[src/rtl/key_debounce.sv]
// rtl/key_debounce.sv - four-key synchronizer, debouncer and press/release/long-press pulse generator
// Long-press detection is compiled in only when KEY_LONG_PRESS_EN is defined.
module key_debounce #(
    parameter int DEB_CNT  = 999_999,
    parameter int LONG_CNT = 49_999_999
) (
    input  logic       sys_clk_50M,
    input  logic       rst_n,
    input  logic [3:0] key,
    output logic [3:0] key_level,
    output logic [3:0] key_press,
    output logic [3:0] key_release,
    output logic [3:0] key_long
);

    localparam int DW = (DEB_CNT < 1) ? 1 : $clog2(DEB_CNT + 1);
    localparam logic [DW-1:0] DEB_MAX = DW'(DEB_CNT);

    typedef enum logic [1:0] {
        RELEASED,
        PRESS_FILT,
        PRESSED,
        REL_FILT
    } state_t;

    // Synchronizer holds raw (active-low) key values, so reset to all-released.
    logic [3:0] sync1_q;
    logic [3:0] sync2_q;
    logic [3:0] ks;

    always_ff @(posedge sys_clk_50M or negedge rst_n) begin
        if (!rst_n) begin
            sync1_q <= 4'hF;
            sync2_q <= 4'hF;
        end else begin
            sync1_q <= key;
            sync2_q <= sync1_q;
        end
    end

    assign ks = ~sync2_q;

    for (genvar i = 0; i < 4; i++) begin : g_key
        state_t        state_q, state_d;
        logic [DW-1:0] dcnt_q, dcnt_d;
        logic          level_q, level_d;
        logic          press_q, press_d;
        logic          rel_q, rel_d;

        always_comb begin
            state_d = state_q;
            dcnt_d  = dcnt_q;
            level_d = level_q;
            press_d = 1'b0;
            rel_d   = 1'b0;
            case (state_q)
                RELEASED: begin
                    if (ks[i]) begin
                        dcnt_d  = '0;
                        state_d = PRESS_FILT;
                    end
                end
                PRESS_FILT: begin
                    if (!ks[i]) begin
                        dcnt_d  = '0;
                        state_d = RELEASED;
                    end else if (dcnt_q == DEB_MAX) begin
                        dcnt_d  = '0;
                        state_d = PRESSED;
                        level_d = 1'b1;
                        press_d = 1'b1;
                    end else begin
                        dcnt_d = dcnt_q + DW'(1);
                    end
                end
                PRESSED: begin
                    if (!ks[i]) begin
                        dcnt_d  = '0;
                        state_d = REL_FILT;
                    end
                end
                REL_FILT: begin
                    if (ks[i]) begin
                        dcnt_d  = '0;
                        state_d = PRESSED;
                    end else if (dcnt_q == DEB_MAX) begin
                        dcnt_d  = '0;
                        state_d = RELEASED;
                        level_d = 1'b0;
                        rel_d   = 1'b1;
                    end else begin
                        dcnt_d = dcnt_q + DW'(1);
                    end
                end
                default: begin
                    dcnt_d  = '0;
                    state_d = RELEASED;
                end
            endcase
        end

        always_ff @(posedge sys_clk_50M or negedge rst_n) begin
            if (!rst_n) begin
                state_q <= RELEASED;
                dcnt_q  <= '0;
                level_q <= 1'b0;
                press_q <= 1'b0;
                rel_q   <= 1'b0;
            end else begin
                state_q <= state_d;
                dcnt_q  <= dcnt_d;
                level_q <= level_d;
                press_q <= press_d;
                rel_q   <= rel_d;
            end
        end

        assign key_level[i]   = level_q;
        assign key_press[i]   = press_q;
        assign key_release[i] = rel_q;

`ifdef KEY_LONG_PRESS_EN
        localparam int HW = $clog2(LONG_CNT + 2);
        localparam logic [HW-1:0] HOLD_MAX = HW'(LONG_CNT);
        localparam logic [HW-1:0] HOLD_SAT = HW'(LONG_CNT + 1);

        logic [HW-1:0] hcnt_q, hcnt_d;
        logic          long_q, long_d;

        // hcnt parks one past LONG_CNT so the equality pulse fires only once per hold.
        always_comb begin
            hcnt_d = hcnt_q;
            long_d = 1'b0;
            if (state_q == PRESS_FILT && state_d == PRESSED) begin
                hcnt_d = '0;
            end else if ((state_q == PRESSED || state_q == REL_FILT) && hcnt_q != HOLD_SAT) begin
                hcnt_d = hcnt_q + HW'(1);
                long_d = (hcnt_q == HOLD_MAX);
            end
        end

        always_ff @(posedge sys_clk_50M or negedge rst_n) begin
            if (!rst_n) begin
                hcnt_q <= '0;
                long_q <= 1'b0;
            end else begin
                hcnt_q <= hcnt_d;
                long_q <= long_d;
            end
        end

        assign key_long[i] = long_q;
`else
        assign key_long[i] = 1'b0;
`endif
    end

endmodule

[config.mk]
export PLATFORM = sky130hd
export DESIGN_NAME = key_debounce
export DESIGN_NICKNAME = d
export VERILOG_FILES = /design/src/rtl/key_debounce.sv
export SDC_FILE = /design/constraint.sdc
export NUM_CORES = 1
export LEC_CHECK = 0
export CAP_MARGIN = 20
export CORE_MARGIN = 3
export CORE_UTILIZATION = 45
export CTS_CLUSTER_SIZE = 40
export DETAILED_ROUTE_END_ITERATION = 8
export REMOVE_ABC_BUFFERS = 1
export SYNTH_ARGS = -nofsm -noshare
export SYNTH_HDL_FRONTEND = slang
export SYNTH_SLANG_ARGS = --single-unit
[constraint.sdc]
create_clock -name sys_clk_50M -period 3.2 [get_ports sys_clk_50M]
set_input_delay 0.64 -clock sys_clk_50M [delete_from_list [all_inputs] [get_ports sys_clk_50M]]
set_output_delay 0.64 -clock sys_clk_50M [all_outputs]
set_load 0.01 [all_outputs]
# Word level (Yosys, flattened, before mapping)
# Cells that the tools add are included.
# Widths: inputs -> output; s select.
# word_totals
n_memories,0
ramBits,0
latch_bits,0
mem_bits_ro,0
register_bits,108
output_inout_bits,16
input_bits,6
# op_classes
magnitude_cmp,0
n_shift,0
add_sub_neg,4
reduce_logical,20
n_bitwise,1
mux,92
n_eq_ne,48
div,0
n_mul,0
# ops
operator,count
$mux 20,20
$pmux 20 s4,4
$add 20x1->20 const B,4
$eq 20x20->1 const B,4
$mux 2,24
$ne 2x2->1 const B,24
$mux 1,36
$pmux 2 s4,4
$ne 3x3->1 const B,8
$reduce_and 5->1,4
$eq 2x2->1 const B,8
$reduce_and 4->1,4
$eq 2x1->1 const B,4
$logic_not 2->1,4
$pmux 1 s2,4
$reduce_and 2->1,4
$reduce_bool 2->1,4
$not 4->4,1

# Longest topological paths before layout
# logic_depth
word_depth,4
ltp_mapped,8
depth_no_buf,6

# Worst setup path before layout
# Ideal clock, no wire load.
# synth_timing
kind,register -> register
from,register g_key[1].dcnt_q[0]
to,register g_key[1].dcnt_q[1]
synth_period_minus_slack_ns,1.962
path_stages_with_launch,7
setup_time_ns,0.121
path_slack_ns,1.238
required_ns,3.079
t_arrival_ns,1.842
n_path_buf,1
cell_sequence,dfrtp_1 ha_1 nand3_1 nor4_1 a21oi_1 buf_2 a22o_1
# synth_via
elab_chain_cells,4
word_cells_on_any_way,6
cone_classes,add/sub: 1; eq/ne: 1; mux: 4
# synth_lines
element,line_no,rtl
from (decl),45,"logic [DW-1:0] dcnt_q, dcnt_d;"
from (signal assigned),111,dcnt_q <= dcnt_d;
$add 20x1->20 / $eq 20x20->1 (equally long branches),--,
$mux 20 (*),"67, 86",
"$mux 20, on equally long branches","83, 64",
$pmux 20 s4 (*),56,case (state_q)
# Mark *: on every way between the ends. The rest lies on a longest branch, timed or not.
# A chain may end at the register's enable or synchronous reset.

# Worst setup path in the final report
# layout_timing
from,register g_key[0].dcnt_q[0]
to,register g_key[0].dcnt_q[9]
# layout_via
elab_chain_cells,4
word_cells_on_any_way,6
cone_classes,add/sub: 1; eq/ne: 1; mux: 4
# layout_lines
element,line_no
from (decl),45
from (signal assigned),111
$add 20x1->20 / $eq 20x20->1 (equally long branches),--
$mux 20 (*),"67, 86"
"$mux 20, on equally long branches","83, 64"
$pmux 20 s4 (*),56
# Marked as above.

==> out/qor.txt <==
Status -> completed
Combinational power share -> 4.9%
Area growth syn-to-layout -> 10.2%
CP top delay family -> compound AO/OA/AOI/OAI gates
Final #Nets -> 601
Worst Setup Start Kind -> register
Cts bufs inserted -> 9
IO Count -> 22
Crit end category -> register
CP bufs+invs -> 1
Worst Skew -> 5.06 ps
Slew at the pin closest to its max-slew limit -> 908 ps
CTS tree -> built
ANT cells -> 0
Yosys top cell by area -> dfrtp_1
CP Launch Point -> g_key[0].dcnt_q[0]$_DFFE_PN0P_
Worst path arrival time -> 2730 ps
Global-route usage over all layers -> 17.4%
First-pass detailed-route iteration total -> 6
Top cell by count, worst path -> and4_1
Max Fclk -> 0.407 GHz
CP Capture Point -> g_key[0].dcnt_q[9]$_DFFE_PN0P_
Clk buf depth -> 2
Worst path depth -> 7
Die height -> 117 um
Routed Antenna Nets -> 0
Post-synthesis sequential area ratio -> 49.1%
Slowest-stage cell, CP -> a21oi_2
Reg power frac -> 50.3%
Drt first-iter violations -> 313
Maximum vdd drop -> 349 uV
Clock Sinks -> 108
Setup CP Type -> register to register
Rel. slew slack -> 38.9%
RSZ-0062 raised after global routing -> false
Setup TNS -> 0 ps
Cells after DPL -> 723
Final Hold Fails -> 0
Post-synth top area share -> 45.3%
Critical path's largest stage delay -> 650 ps
Max Cap Violations -> 0
Root Driver -> clkbuf_16
Worst path required time -> 3470 ps
Total Routed Length -> 10,900 um
Post-synthesis cell area -> 5520 um2
Yosys cell types -> 54
Asr flop ratio synth -> 100%
Hold buffer count at cts -> 0
Core area -> 11,700 um2
Worst-Skew Late Latency -> 350 ps
Period Utilization, post-route -> 76.8%
Vias per cell -> 5.71
Switching share of power -> 22.3%
Remaining DRCs -> 0
HP Class -> primary input to asynchronous set/reset pin
Yosys reg bits -> 108
Vias in the first global route -> 3,984
First-pass GRT wire length -> 19,100 um
Initial antenna violation count -> 0
CTS resizes -> 0
Residual overflow from global routing -> 0
Clk pin slew, worst setup/hold paths -> 70 ps
Post-synth EDFFs -> 0
Syn avg cell area -> 9.44 um2
Setup-failing EPs final -> 0
Synth area leaders -> dfrtp_1 (45%), nor2_1 (4.4%), dfstp_2 (3.8%)
Die extent in x -> 117 um
Crit path max fanout -> 21
Yosys warnings -> 0
DP Wirelength -> 7470 um
Reg2reg path depth -> 7
NetSw -> 0.000634 W
Internal reg-to-reg setup slack -> 740 ps
Internal -> 0.00221 W
Gpl congestion -> 0.814
Slew Viols, Final -> 0
WL per Instance -> 14.7 um
FF-to-FF Start -> g_key[0].dcnt_q[0]$_DFFE_PN0P_
Leakage power figure -> 2.57 nW
Final non-filler cell total -> 739
I/O Buffers -> 17
Largest net degree at the start of global routing -> 57
R2R Path End -> g_key[0].dcnt_q[9]$_DFFE_PN0P_
Mapped Cells -> 585
Via Count -> 4,216
CP cell instances -> ha_1 > and4_1 > and4_1 > a21oi_2 > buf_4 > o21ai_0 > a31oi_1
Starting Density -> 47.2%
Post-synth top flop -> dfrtp_1
Crit path time final -> 2460 ps
PwrDens -> 466 nW/um2
# H-tree levels -> 3
Share of layout cells above drive strength 1 -> 7.38%
Row cnt -> 39
Clock power frac -> 44.8%
Post-CTS Repair Setup Buffers -> 0
Die ar. -> 13,600 um2
state kept, by name, summed over array words and instances, names as in the netlist, named ones only:
register / flops
sync2_q: 4
g_key.dcnt_q: 80
g_key.rel_q: 4
g_key.press_q: 4
g_key.state_q: 4
g_key.level_q: 4
sync1_q: 4
cells in the final DEF, fill, tap and decap left out, types with 3 or more instances in the layout:
cell type        count
and4_1               5
clkdlybuf4s50_1     16
and2_1               8
nor3_1              16
a22o_1              12
xor2_1              19
bufinv_16            3
nand3_1             36
o21ai_0             23
ha_1                 4
inv_1               21
conb_1               4
a31oi_1             28
nand2b_1             6
nor4_1              10
dfrtp_1            100
nor2_1              65
mux2i_1              7
clkbuf_16            9
or3_1                3
dfstp_2              8
xnor2_1             20
a41oi_1              5
buf_4                8
nand4_1             19
or2_2                4
a21o_1               6
a21oi_1             29
nand2_1             53
and3_1              15
cell type report:
type                    count  area, um2
repair buffers             25        240
flip-flops and latches    108       2710
clock inverters             6        111
inverters                  21       78.8
well taps                 143        179
fillers                  1061       5620
clock buffers              10        229
multi-input cells         426       2540
power groups by stage:
stage / Clock [W] / Sequential (W) / Combinational [W]
after global placement: 0 / 0.00145 / 0.000140
after detailed placement: 0 / 0.00145 / 0.000142
after floorplan: 0 / 0.00144 / 0.0000782
final: 0.00127 / 0.00143 / 0.000140
after global routing: 0.00137 / 0.00143 / 0.000161
after CTS: 0.00131 / 0.00143 / 0.000143
synth_stat cells, types with 2 or more instances:
master,instances
mux2i_1,7
ha_1,4
nand4_1,19
clkbuf_1,9
inv_1,21
a21oi_1,29
a31oi_1,28
a41oi_1,5
o31ai_1,2
xor2_1,19
and2_1,8
xnor2_1,20
and3_1,15
or2_2,4
o22ai_1,2
nor3b_1,2
dfrtp_1,100
nor4bb_1,2
and4_1,5
nand2_1,53
buf_4,16
or4b_1,2
a31o_2,2
nand3_1,36
clkbuf_2,2
buf_6,2
buf_2,3
or3_1,3
dfstp_2,8
nor4_1,10
a22o_1,12
o21ai_0,23
nor2_1,65
mux2_2,2
nor3_1,16
nand2b_1,6
a21o_1,6
stage by stage:
step           hold slack [ps]  worst slack (ps)  instance area [um2]  util, %  power, W
2_1_floorplan              344               910                 5330        -   0.00152
3_3_place_gp               346               846                 5750     49.1   0.00159
3_5_place_dp               347               777                 5750     49.1   0.00159
4_1_cts                    357               768                 6090     52.0   0.00288
5_1_grt                    360               506                 6090     52.0   0.00296
6_report                   352               741                 6090     52.0   0.00284
layer usage:
| metal | wire length (um) | up-vias | GRT usage (%) |
|---|---|---|---|
| li1 | - | 2101 | - |
| met5 | 0 | - | 0 |
| met3 | 357 | 9 | 4.42 |
| met4 | 99 | 0 | 5.05 |
| met2 | 5200 | 66 | 28.3 |
| met1 | 5220 | 2040 | 23.1 |
cells by family after synthesis:
kind of cell / count (synthesis) / synth area share, %
AND/OR/NAND/NOR: 253 / 23.3
AO/OA/AOI/OAI: 117 / 13.6
flip-flops: 108 / 49.1
buffers and inverters: 54 / 5.14
XOR/XNOR: 39 / 6.18
multiplexers: 9 / 1.68
adder cells (fa/ha/maj): 4 / 0.906
other: 1 / 0.0679
worst min path at each step:
| stage | start | end | slack, ps | depth (start not counted) |
|---|---|---|---|---|
| after floorplan | rst_n | asynchronous set/reset pin | 340 | 0 |
| after global placement | sync1_q[2]$_DFF_PN1_ | sync2_q[2]$_DFF_PN1_ | 350 | 0 |
| after detailed placement | sync1_q[1]$_DFF_PN1_ | sync2_q[1]$_DFF_PN1_ | 350 | 0 |
| after CTS | sync1_q[1]$_DFF_PN1_ | sync2_q[1]$_DFF_PN1_ | 360 | 0 |
| after global routing | sync1_q[2]$_DFF_PN1_ | sync2_q[2]$_DFF_PN1_ | 360 | 0 |
| final | rst_n | g_key[2].press_q$_DFF_PN0_ | 350 | 1 |
(Power assumes the default switching activity.)
